## src/rtl/sc_stage_scheduler_if.sv

```systemverilog
// sc_stage_scheduler_if: handshake bundle between the SC stage scheduler and its consumer.
//   start       consumer -> scheduler  one-cycle decode request
//   hold        consumer -> scheduler  downstream stall
//   en          scheduler -> consumer  op issue strobe
//   stage_index scheduler -> consumer  tree stage of the issued op
//   exe_index   scheduler -> consumer  sub-cycle of the issued op within its stage
//   op_g        scheduler -> consumer  0 = f op, 1 = g op
//   leaf_valid  scheduler -> consumer  stage-0 LLR of bit_index ready
//   bit_index   scheduler -> consumer  bit currently being decoded
//   busy        scheduler -> consumer  decode in progress
//   done        scheduler -> consumer  last leaf issued
interface sc_stage_scheduler_if #(
    parameter int n = 3,
    parameter int p = 1
);
    logic                 start;
    logic                 hold;
    logic                 en;
    logic [$clog2(n)-1:0] stage_index;
    logic [n-p-1:0]       exe_index;
    logic                 op_g;
    logic                 leaf_valid;
    logic [n-1:0]         bit_index;
    logic                 busy;
    logic                 done;

    modport master (
        input  start, hold,
        output en, stage_index, exe_index, op_g, leaf_valid, bit_index, busy, done
    );

    modport slave (
        output start, hold,
        input  en, stage_index, exe_index, op_g, leaf_valid, bit_index, busy, done
    );
endinterface

```

## src/rtl/sc_stage_scheduler.sv

```systemverilog
// sc_stage_scheduler: issues the f/g op schedule of a successive-cancellation polar decoder.
//   clk  clock, all state on the rising edge
//   rst  asynchronous active-high reset
//   bus  sc_stage_scheduler_if master: start/hold in; en, stage_index, exe_index,
//        op_g, leaf_valid, bit_index, busy, done out (all registered)
module sc_stage_scheduler #(
    parameter int n   = 3,
    parameter int p   = 1,
    parameter int GAP = 1
) (
    input logic                  clk,
    input logic                  rst,
    sc_stage_scheduler_if.master bus
);
    localparam int SW = $clog2(n);
    localparam int EW = n - p;

    typedef enum logic [2:0] {IDLE, OP, BUBBLE, LEAF, DONE} state_t;

    state_t        state, ns;
    logic [SW-1:0] stg, nstg, tz;
    logic [EW-1:0] exe, nexe;
    logic          g, ng;
    logic [n-1:0]  bi, nbi, bi_inc;
    logic [2:0]    bub, nbub;
    logic          frz, grp_last, to_next;

    logic          en_q, g_q, leaf_q, busy_q, done_q;
    logic [SW-1:0] stg_q;
    logic [EW-1:0] exe_q;
    logic          en_d, g_d, leaf_d, busy_d, done_d;
    logic [SW-1:0] stg_d;
    logic [EW-1:0] exe_d;

    // A frozen cycle keeps every counter where it is; the item shown before the
    // freeze is the one whose successor is issued once hold drops.
    assign frz = bus.hold && (state == OP || state == BUBBLE || state == LEAF);

    // Group length is 2^(s-p) for s >= p, otherwise a single cycle.
    assign grp_last = int'(exe) == ((int'(stg) >= p) ? (1 << (int'(stg) - p)) - 1 : 0);

    // End of a group's trailing bubbles (or of the group itself when GAP is 0).
    assign to_next = (state == OP && grp_last && GAP == 0) ||
                     (state == BUBBLE && int'(bub) == GAP - 1);

    assign bi_inc = bi + 1'b1;

    // First stage of the next bit is its trailing-zero count; lowest set bit wins.
    always_comb begin
        tz = '0;
        for (int i = n - 1; i >= 0; i--)
            if (bi_inc[i]) tz = SW'(i);
    end

    always_ff @(posedge clk or posedge rst) begin
        if (rst) begin
            state  <= IDLE;
            stg    <= '0;
            exe    <= '0;
            g      <= 1'b0;
            bi     <= '0;
            bub    <= '0;
            en_q   <= 1'b0;
            stg_q  <= '0;
            exe_q  <= '0;
            g_q    <= 1'b0;
            leaf_q <= 1'b0;
            busy_q <= 1'b0;
            done_q <= 1'b0;
        end else begin
            state  <= ns;
            stg    <= nstg;
            exe    <= nexe;
            g      <= ng;
            bi     <= nbi;
            bub    <= nbub;
            en_q   <= en_d;
            stg_q  <= stg_d;
            exe_q  <= exe_d;
            g_q    <= g_d;
            leaf_q <= leaf_d;
            busy_q <= busy_d;
            done_q <= done_d;
        end
    end

    always_comb begin
        ns   = state;
        nstg = stg;
        nexe = exe;
        ng   = g;
        nbi  = bi;
        nbub = bub;
        if (!frz) begin
            if (to_next) begin
                ns   = (stg == '0) ? LEAF : OP;
                nstg = (stg == '0) ? stg : stg - 1'b1;
                nexe = '0;
                ng   = 1'b0;
            end else begin
                case (state)
                    IDLE: if (bus.start) begin
                        ns   = OP;
                        nstg = SW'(n - 1);
                        nexe = '0;
                        ng   = 1'b0;
                        nbi  = '0;
                    end
                    OP: if (grp_last) begin
                        ns   = BUBBLE;
                        nbub = '0;
                    end else begin
                        nexe = exe + 1'b1;
                    end
                    BUBBLE: nbub = bub + 1'b1;
                    LEAF: if (&bi) begin
                        ns = DONE;
                    end else begin
                        ns   = OP;
                        nbi  = bi_inc;
                        nstg = tz;
                        nexe = '0;
                        ng   = 1'b1;
                    end
                    DONE: begin
                        ns  = IDLE;
                        nbi = '0;
                    end
                    default: ns = IDLE;
                endcase
            end
        end
    end

    always_comb begin
        en_d   = !frz && ns == OP;
        stg_d  = frz ? stg_q : (ns == OP ? nstg : '0);
        exe_d  = frz ? exe_q : (ns == OP ? nexe : '0);
        g_d    = frz ? g_q : (ns == OP && ng);
        leaf_d = !frz && ns == LEAF;
        busy_d = ns != IDLE;
        done_d = ns == DONE;
    end

    assign bus.en          = en_q;
    assign bus.stage_index = stg_q;
    assign bus.exe_index   = exe_q;
    assign bus.op_g        = g_q;
    assign bus.leaf_valid  = leaf_q;
    assign bus.bit_index   = bi;
    assign bus.busy        = busy_q;
    assign bus.done        = done_q;
endmodule

```

## src/flat_wrapper.sv

```systemverilog
// flat-port wrapper written by rule: the top's interface ports become plain ports
module sc_stage_scheduler_flat 
#(
    parameter int n   = 3,
    parameter int p   = 1,
    parameter int GAP = 1
)
  (clk, rst, bus_start, bus_hold, bus_en, bus_stage_index, bus_exe_index, bus_op_g, bus_leaf_valid, bus_bit_index, bus_busy, bus_done);
  sc_stage_scheduler_if #(.n(n), .p(p)) bus_i ();
  input logic clk;
  input logic rst;
  input wire logic [$bits(bus_i.start)-1:0] bus_start;
  input wire logic [$bits(bus_i.hold)-1:0] bus_hold;
  output wire logic [$bits(bus_i.en)-1:0] bus_en;
  output wire logic [$bits(bus_i.stage_index)-1:0] bus_stage_index;
  output wire logic [$bits(bus_i.exe_index)-1:0] bus_exe_index;
  output wire logic [$bits(bus_i.op_g)-1:0] bus_op_g;
  output wire logic [$bits(bus_i.leaf_valid)-1:0] bus_leaf_valid;
  output wire logic [$bits(bus_i.bit_index)-1:0] bus_bit_index;
  output wire logic [$bits(bus_i.busy)-1:0] bus_busy;
  output wire logic [$bits(bus_i.done)-1:0] bus_done;
  assign bus_i.start = bus_start;
  assign bus_i.hold = bus_hold;
  assign bus_en = bus_i.en;
  assign bus_stage_index = bus_i.stage_index;
  assign bus_exe_index = bus_i.exe_index;
  assign bus_op_g = bus_i.op_g;
  assign bus_leaf_valid = bus_i.leaf_valid;
  assign bus_bit_index = bus_i.bit_index;
  assign bus_busy = bus_i.busy;
  assign bus_done = bus_i.done;
  sc_stage_scheduler #(.n(n), .p(p), .GAP(GAP)) u_core (.clk(clk), .rst(rst), .bus(bus_i));
endmodule
```

## config.mk

```make
export PLATFORM = sky130hd
export DESIGN_NAME = sc_stage_scheduler_flat
export DESIGN_NICKNAME = d
export VERILOG_FILES = /design/src/rtl/sc_stage_scheduler_if.sv /design/src/rtl/sc_stage_scheduler.sv /design/src/flat_wrapper.sv
export SDC_FILE = /design/constraint.sdc
export NUM_CORES = 1
export LEC_CHECK = 0
export CAP_MARGIN = 20
export CORE_MARGIN = 4
export CORE_UTILIZATION = 60
export CTS_CLUSTER_SIZE = 40
export DETAILED_ROUTE_END_ITERATION = 8
export DONT_BUFFER_PORTS = 1
export HOLD_SLACK_MARGIN = 0.05
export PLACE_DENSITY_LB_ADDON = 0.08
export SLEW_MARGIN = 0
export SYNTH_ARGS = -nofsm -noshare
export SYNTH_HDL_FRONTEND = slang
export SYNTH_SLANG_ARGS = --single-unit
```

## constraint.sdc

```tcl
create_clock -name clk -period 4.6 [get_ports clk]
set_clock_uncertainty 0.1 [all_clocks]
set_input_delay 0.46 -clock clk [delete_from_list [all_inputs] [get_ports clk]]
set_output_delay 0.46 -clock clk [all_outputs]
set_load 0.05 [all_outputs]
```

Word level (Yosys, flattened, before mapping)

Index checks and enable logic that the tools add are counted.

Logic and storage cells: 86
Register bits: 23

Bitwise logic cells: 2
Reduce and logical (&&, ||, !) cells: 17
Shifts and indexed selects: 1
$add $sub $neg: 6
Equal/unequal tests: 11
Muxes and demuxes: 35
$lt $le $gt $ge: 1

Operators with widths:

| operator                                                               | count |
|---|---|
| 3-bit by 32-bit equality test with 1-bit output                        | 1 |
| 2-bit 2-to-1 mux                                                       | 16 |
| 32-bit 2-to-1 mux                                                      | 1 |
| 1-bit by 32-bit << shifter with 32-bit output (first input constant)   | 1 |
| 32-bit by 2-bit subtractor with 32-bit output (second input constant)  | 1 |
| 3-bit 2-to-1 mux                                                       | 8 |
| 3-bit one-hot mux with 4 select lines                                  | 1 |
| 3-bit by 2-bit equality test with 1-bit output (second input constant) | 3 |
| 3-bit one-hot mux with 3 select lines                                  | 1 |
| 3-bit by 1-bit adder with 3-bit output (second input constant)         | 2 |
| 3-bit by 1-bit equality test with 1-bit output (second input constant) | 2 |
| 3-bit equality test (second input constant)                            | 2 |
| 3-bit logical NOT                                                      | 2 |
| 2-bit one-hot mux with 3 select lines                                  | 1 |
| 3-bit one-hot mux with 2 select lines                                  | 1 |
| 3-bit nonzero test                                                     | 2 |
| 1-bit logical AND                                                      | 5 |
| 5-bit AND reduction                                                    | 1 |
| 1-bit 2-to-1 mux                                                       | 4 |
| 2-bit inequality test (second input constant)                          | 2 |
| 2-bit one-hot mux with 2 select lines                                  | 1 |
| 4-bit AND reduction                                                    | 1 |
| 3-bit AND reduction                                                    | 1 |
| 2-bit by 1-bit subtractor with 3-bit output (second input constant)    | 1 |
| other kinds (10)                                                       | 12 |

Longest topological paths before layout

Gate-level depths: netlist (run 1).

Depth in word-level cells: 11
Mapped depth: 8

Worst setup path before layout (run 1)

OpenSTA, ideal clock, no wires.

Kind: register -> register
From: register u_core.bi[0] (netlist: u_core.bus.bit_index[0])
To: register u_core.stg_q[1] (netlist: u_core.bus.stage_index[1])
Path buffers: 0
Arrival time: 2160 ps
Slack: 2273 ps
Data required time: 4433 ps
Setup time: 67 ps
Cell stages (with the launch flop): 7
Cells stage by stage: dfrtp_1 > ha_1 > ha_1 > or2b_1 > a311o_1 > a221oi_1 > a22o_1

Longest elaborated chain between the ends: 9

RTL lines:

| what                                    | RTL line                  | RTL |
|---|---|---|
| start: declaration                      | sc_stage_scheduler.sv:24  | `logic [n-1:0] bi, nbi, bi_inc;` |
| start signal: assignment                | sc_stage_scheduler.sv:75  | `bi <= nbi;` |
| 3-bit by 1-bit adder with 3-bit output  | sc_stage_scheduler.sv:46  | `assign bi_inc = bi + 1'b1;` |
| 2-bit 2-to-1 mux (3 in a row)           | sc_stage_scheduler.sv:52  | `if (bi_inc[i]) tz = SW'(i);` |
| 2-bit 2-to-1 mux *                      | sc_stage_scheduler.sv:116 | `LEAF: if (&bi) begin` |
| 2-bit one-hot mux with 2 select lines * | sc_stage_scheduler.sv:101 | `case (state)` |
| 2-bit 2-to-1 mux *                      | sc_stage_scheduler.sv:95  | `if (to_next) begin` |
| 2-bit 2-to-1 mux *                      | sc_stage_scheduler.sv:94  | `if (!frz) begin` |
| net u_core.nstg[1]                      | sc_stage_scheduler.sv:21  | `logic [SW-1:0] stg, nstg, tz;` |
| 2-bit 2-to-1 mux *                      | sc_stage_scheduler.sv:137 | `stg_d = frz ? stg_q : (ns == OP ? nstg : '0);` |
| end signal: assignment                  | sc_stage_scheduler.sv:78  | `stg_q <= stg_d;` |
| end: declaration                        | sc_stage_scheduler.sv:29  | `logic [SW-1:0] stg_q;` |

Mark *: on every way through the listed nets, which the timed path passes. The rest lies on a longest branch.
A chain may end at the register's enable or synchronous reset.

Worst setup path in the final report (run 1)

From: register u_core.bub[0]
To: register u_core.busy_q (netlist: u_core.bus.busy)

Longest elaborated chain between the ends: 5

RTL lines:

| what                     | RTL line                  | RTL |
|---|---|---|
| start: declaration       | sc_stage_scheduler.sv:25  | `logic [2:0] bub, nbub;` |
| start signal: assignment | sc_stage_scheduler.sv:76  | `bub <= nbub;` |
| 3-bit logical NOT        | sc_stage_scheduler.sv:44  | `(state == BUBBLE && int'(bub) == GAP - 1);` |
| 1-bit logical AND        | sc_stage_scheduler.sv:44  |  |
| 3-bit 2-to-1 mux         | sc_stage_scheduler.sv:95  |  |
| 3-bit 2-to-1 mux         | sc_stage_scheduler.sv:94  |  |
| 3-bit nonzero test       | sc_stage_scheduler.sv:141 | `busy_d = ns != IDLE;` |
| net u_core.busy_d        | sc_stage_scheduler.sv:31  | `logic en_d, g_d, leaf_d, busy_d, done_d;` |
| end signal: assignment   | sc_stage_scheduler.sv:82  | `busy_q <= busy_d;` |
| end: declaration         | sc_stage_scheduler.sv:28  | `logic en_q, g_q, leaf_q, busy_q, done_q;` |

The timed path passes the listed nets, and every way through them passes these cells.

==> results of run 1 <==
sequential cells by signal (all words and copies together), names as in the netlist:
| register | cells |
|---|---|
| u_core.bus.op_g | 1 |
| u_core.bus.done | 1 |
| u_core.bus.stage_index | 2 |
| u_core.bus.leaf_valid | 1 |
| u_core.stg | 2 |
| u_core.bus.bit_index | 3 |
| u_core.exe | 2 |
| u_core.bus.en | 1 |
| u_core.g | 1 |
| u_core.bus.busy | 1 |
| u_core.bus.exe_index | 2 |
| u_core.state | 3 |
| u_core.bub | 3 |
worst min path at each step:
stage,slack (ps),from,cells after the start,to
after global routing,90,bus_hold,1,u_core.bus.done
final,90,rst,1,u_core.bus.bit_index[0]
after CTS,90,bus_hold,1,u_core.bus.done
after global placement,400,u_core.bub[1],1,u_core.bub[1]
after detailed placement,430,u_core.bub[1],1,u_core.bub[1]
after floorplan,360,rst,1,u_core.bub[0]
layout make-up:
class / instances / share of cell area [%]
timing repair buffer: 1 / 0.563
clock buffer: 4 / 1.97
sequential: 23 / 43.2
inverter: 10 / 2.81
multi-input combinational: 96 / 49.0
tap: 27 / 2.53
per-stage QoR:
step	setup slack, ps	utilization, %	power, mW
4_1_cts	2000	66.6	0.896
5_1_grt	1760	66.6	0.971
3_5_place_dp	2040	65.3	0.804
2_1_floorplan	2270	-	0.728
6_report	1990	66.6	0.895
3_3_place_gp	2090	65.3	0.799
power by group:
group | total, mW | internal (mW) | switching (mW) | leakage [nW]
Clock | 0.0920 | 0.0339 | 0.0581 | 0.0150
Sequential | 0.442 | 0.261 | 0.181 | 0.303
Combinational | 0.361 | 0.159 | 0.202 | 0.272
Total | 0.895 | 0.453 | 0.442 | 0.590
logic make-up after synthesis:
kind of cell,Yosys count,share of synthesized area [%]
simple gates,46,19.9
xor+xnor,1,0.674
buf+inv,18,5.49
flops,23,44.3
compound gates,44,24.8
fa+ha+maj,5,4.81
placed cells by master (no fill, tap or decap), drive strengths merged, types with 2 or more instances in the layout:
cell and n:
nor3 6, nor3b 3, nand2b 2, or3b 3
o21ai 9, nand3 2, ha 5, a211oi 3
inv 10, a21o 2, o21bai 3, dfrtp 23
clkbuf 4, nand2 14, nor2 5, a22o 4
a311o 2, o31ai 5, a21oi 8, nor2b 3
per-layer routing:
| layer | wire length [um] | global-route usage (%) | vias to the layer above |
|---|---|---|---|
| met4 | 37 | 7.47 | 0 |
| met1 | 1120 | 27.9 | 488 |
| met2 | 1200 | 31.9 | 42 |
| met5 | 0 | 0 | - |
| met3 | 180 | 4.90 | 6 |
| li1 | - | - | 495 |
==> summary.md, run 1 <==
| Metric | Value |
|---|---|
| Run status | `finished, final reports clean` |
| Share of cells above drive strength 1 | `approximately 6.7%` |
| Vias per cell | `6.40` |
| Post-CTS setup buffer count | `0` |
| Num ports | `16` |
| Fin area | `1330 um^2` |
| First-pass GRT wire length | `4370 um` |
| Worst setup SP type | `register` |
| Setup Total Neg Slack | `0 ps` |
| Cell count after synthesis | `about 140` |
| Worst Path Arrival | `2770 ps` |
| Initial Util | `about two thirds` |
| Endpoints failing hold | `0` |
| Clk_lat worst skew | `310 ps` |
| Grt ovf | `0` |
| Critical Path RT | `4760 ps` |
| Die Y | `54.5 um` |
| Final setup viols | `0` |
| DR DRC count | `0` |
| ANT cells | `0` |
| Post-CTS sizing | `0` |
| Crit path to | `u_core.bus.busy` |
| Port bufs | `0` |
| Crit path largest cell delay | `680 ps` |
| Min Clock Period, post-route | `2610 ps` |
| R2R Path End | `u_core.bus.busy` |
| Htree depth | `1` |
| Main synth FF type | `dfrtp_1` |
| DR iter-0 viols | `45` |
| Synth area leader | `dfrtp_1` |
| Worst path bufs/invs | `1` |
| Clk buf depth | `2` |
| Post-synth top cells | `dfrtp_1 (23), nand2_1 (14), inv_1 (9), a21oi_1 (8), o21ai_0 (8)` |
| Period utilization | `56.8%` |
| Initial antenna violation count | `0` |
| Fin Hold WS | `90.4 ps` |
| Via count | `just over 1000` |
| Vias in the first global route | `945` |
| Cell area after synthesis | `around 1300 um^2` |
| Critical path's slowest cell | `a211oi_2` |
| Kind of critical path | `reg2reg` |
| CTS Sinks | `23` |
| Worst r2r path cells | `7` |
| Slew headroom | `43.9%` |
| Row count | `16` |
| Fmax | `382 MHz` |
| TritonCTS clock tree | `done` |
| Die area | `2980 um^2` |
| Post-cts hold buffer count | `0` |
| Layout overhead on the synthesized area | `2.60%` |
| Synth Register Bits | `23` |
| CP Cell Sequence | `inv_1, ha_1, or3b_1, a211oi_2, nor2_1, a221o_1, or3b_1` |
| DPL Wire Length | `1800 um` |
| Placed instance count | `approximately 160` |
| Post-synthesis sequential area ratio | `44.3%` |
| Top delay family on crit path | `compound AO/OA/AOI/OAI gates` |
| MaxCap Viol Count | `0` |
| Antenna viol nets, final | `0` |
| Most used cell, CP | `or3b_1` |
| WP depth | `7` |
| Placed Area | `1310 um^2` |
| # fillers | `approximately 170` |
| Final Net Count | `144` |
| WL final | `2540 um` |
| Worst hold path type | `in2async` |
| CTS buffer count | `3` |
| Area share of the largest cell type after synthesis | `44.3%` |
| RD Place Congestion | `0.811` |
| Count leader, synth | `dfrtp_1` |
| Critical Path End Type | `register` |
| Syn. warnings | `0` |
| Register area | `576 um^2` |
| Maximum vdd drop | `0.358 mV` |
| EDFF count, synth | `0` |
| Final non-filler cell total | `161` |
| LEAKAGE | `0.590 nW` |
| Syn Area/Cell | `~9.5 um^2` |
| Area contributors post-synth | `dfrtp_1 (44%), ha_1 (4.8%), nand2_1 (4.0%)` |
| Die Width | `54.5 um` |
| GRT Overall Usage | `20.6%` |
| Unrepaired setup endpoints after global routing | `false` |
| Per-cell routed wire length | `15.8 um` |
| FFs w/ async S/R, synth | `100%` |
| Root Buffer | `clkbuf_4` |
| R2r setup slk | `1990 ps` |
| Reg-to-Reg Start | `u_core.bub[0]` |
| DRT Pass-1 Iters | `4` |
| CTS clk-pin slew, worst paths | `120 ps` |
| Distinct cells, synth | `41` |
| Worst slew pin tran | `841 ps` |
| Worst Path Max Fanout | `11` |
| Largest net degree at the start of global routing | `24` |
| Multi-input gate area | `~650 um^2` |
| Floorplan core area | `2000 um^2` |
| Syn_nets | `146` |
| P per Cell Area | `between 600 and 700 nW/um^2` |
| Slew Viols, Final | `0` |
| Critical Path Source | `u_core.bub[0]` |
(Power assumes the default switching activity.)
==> inputs of run 2 (changes only) <==
- CORE_UTILIZATION: 60 -> 55
- clock period: 4.6 -> 2.3 ns (I/O delays scaled with it)
==> run 2 against run 1 <==
Flip-flop and latch count unchanged. Combinational power grew to 2.8 times the previous value. Via count grew 2.7%. Clock-buffer cell count decreased by 1. Design area grew 11%. Critical path type unchanged. Highest routed layer unchanged.
==> summary.md, run 2 (synthesis results as in run 1) <==
| Metric | Value |
|---|---|
| Run status | `finished, final reports clean` |
| Num ports | `16` |
| Worst r2r path cells | `6` |
| CTS Sinks | `23` |
| Crit path to | `u_core.bus.stage_index[1]` |
| Row count | `17` |
| Final non-filler cell total | `175` |
| Most used cell, CP | `ha_1` |
| Commonest non-fill, non-tap cell in the layout | `dfrtp_1` |
| R2R Path End | `u_core.bus.stage_index[1]` |
| Slew headroom | `43.1%` |
| Period utilization | `~96%` |
| Share of cells above drive strength 1 | `17.7%` |
| Final Net Count | `157` |
| DR DRC count | `0` |
| Die Y | `56.6 um` |
| Worst Path Arrival | `2360 ps` |
| Critical Path Source | `u_core.bus.bit_index[0]` |
| MaxCap Viol Count | `0` |
| Largest net degree at the start of global routing | `24` |
| Overall Power | `1.97 mW` |
| R2r setup slk | `100 ps` |
| CP Cell Sequence | `ha_1, ha_1, or2b_1, a311o_1, a221oi_1, a22o_1` |
| Floorplan core area | `2230 um^2` |
| Worst slew pin tran | `about 850 ps` |
| Fin area | `approximately 1500 um^2` |
| Critical Path RT | `2470 ps` |
| Unrepaired setup endpoints after global routing | `true` |
| Antenna viol nets, final | `0` |
| Highest-count cells in the layout ignoring fill and taps | `dfrtp_1 (22), nand2_1 (14), buf_4 (11)` |
| Min Clock Period, post-route | `2200 ps` |
| P per Cell Area | `1340 nW/um^2` |
| Endpoints failing hold | `0` |
| WP depth | `6` |
| Setup Total Neg Slack | `0 ps` |
| Worst Path Max Fanout | `3` |
| ANT cells | `0` |
| Port bufs | `0` |
| Critical Path End Type | `register` |
| Placed Area | `1390 um^2` |
| Fmax | `455 MHz` |
| Vias in the first global route | `approximately 1100` |
| TritonCTS clock tree | `done` |
| Per-cell routed wire length | `15.9 um` |
| Layout overhead on the synthesized area | `13.5%` |
| Grt ovf | `0` |
| Reg-to-Reg Start | `u_core.bus.bit_index[0]` |
| Kind of critical path | `reg2reg` |
| First-pass GRT wire length | `4890 um` |
| Critical path's slowest cell | `dfrtp_2` |
| Slew Viols, Final | `0` |
| Final setup viols | `0` |
| Worst setup SP type | `register` |
| Worst hold path type | `in2reg` |
| Initial Util | `58.2%` |
| Vias per cell | `between 6 and 7` |
| Placed instance count | `around 170` |
| GRT met1 Usage | `around a quarter` |
| Clk buf depth | `2` |
| Maximum vdd drop | `around 0.76 mV` |
| Die Width | `56.6 um` |
| CTS clk-pin slew, worst paths | `~130 ps` |
| Top delay family on crit path | `compound AO/OA/AOI/OAI gates` |
| Met3 Usage GRT | `2.53%` |
| Root Buffer | `clkbuf_4` |
| Worst path bufs/invs | `0` |
| RD Place Congestion | `0.809` |
| DPL Wire Length | `roughly 2000 um` |
| Via count | `1059` |
| Clk_lat worst skew | `320 ps` |
| Crit path largest cell delay | `420 ps` |
| Die area | `approximately 3200 um^2` |
| CTS buffer count | `3` |
| WL final | `approximately 2800 um` |
| DR iter-0 viols | `13` |
| Busiest grt layer | `met2` |
| Htree depth | `1` |
| Global routing usage on met2 | `31.0%` |
| LEAKAGE | `0.662 nW` |
| Initial antenna violation count | `0` |
| GRT Overall Usage | `19.1%` |
| DRT Pass-1 Iters | `6` |
| Layout Utilization | `66.1%` |
-- run 2: cell types whose count changed in the layout (fill, tap and decap cells not counted), sizes merged --
| cell | previous run | this run |
|---|---|---|
| buf | 1 | 12 |
| clkinv | 0 | 1 |
| clkbuf | 4 | 3 |
| dlygate4sd3 | 0 | 2 |
-- run 2: area by class of cell --
cell class                      count  area [um^2]
Fill cell                         194          758
Multi-Input combinational cell     96          684
Sequential cell                    23          577
Timing Repair Buffer               14          114
Inverter                           10         37.5
Tap cell                           28         35.0
Clock buffer                        3         22.5
Clock inverter                      1         5.00
-- run 2: power by group --
part           switching [mW]  internal (mW)
Sequential              0.247          0.524
Combinational           0.577          0.432
Clock                   0.125         0.0652
-- run 2: how the worst min path moves through the flow --
stage,start,end,slack (ps),cells after the start
CTS,bus_hold,u_core.bub[1],60,2
global route,bus_hold,u_core.bub[0],60,3
detailed placement,bus_hold,u_core.bus.done,210,1
finish,bus_hold,u_core.bub[1],60,2
floorplan,rst,u_core.bub[0],130,1
global placement,bus_hold,u_core.bus.done,210,1
-- run 2: routing by layer --
| metal | share of wire, % | up-vias |
|---|---|---|
| li1 | - | 515 |
| met1 | 45 | 525 |
| met2 | 50 | 15 |
| met3 | 3.7 | 4 |
| met4 | 1.3 | 0 |
| met5 | 0 | - |
-- run 2: timing repair --
item | in CTS | in global routing
buffers inserted | 0 | 1
endpoints found under the hold margin | 27 | 0
hold buffers | 2 | 0
gates resized for setup | 0 | 7
setup endpoints to repair | 0 | 8
-- run 2: metrics by stage --
| stage | hold slack [ps] | worst slack (ps) |
|---|---|---|
| final | 61.4 | 103 |
| after global routing | 56.5 | -16.9 |
| after CTS | 58.7 | 16.5 |
| after detailed placement | 207 | 45.9 |
| after global placement | 206 | 78.4 |
| after floorplan | 132 | 13.2 |
-- run 2: worst reg2reg max path, stage by stage (launching register included) --
cell	delay, ps
dfrtp_2	420
ha_1	200
ha_1	200
or2b_1	270
a311o_1	420
a221oi_1	360
a22o_1	170
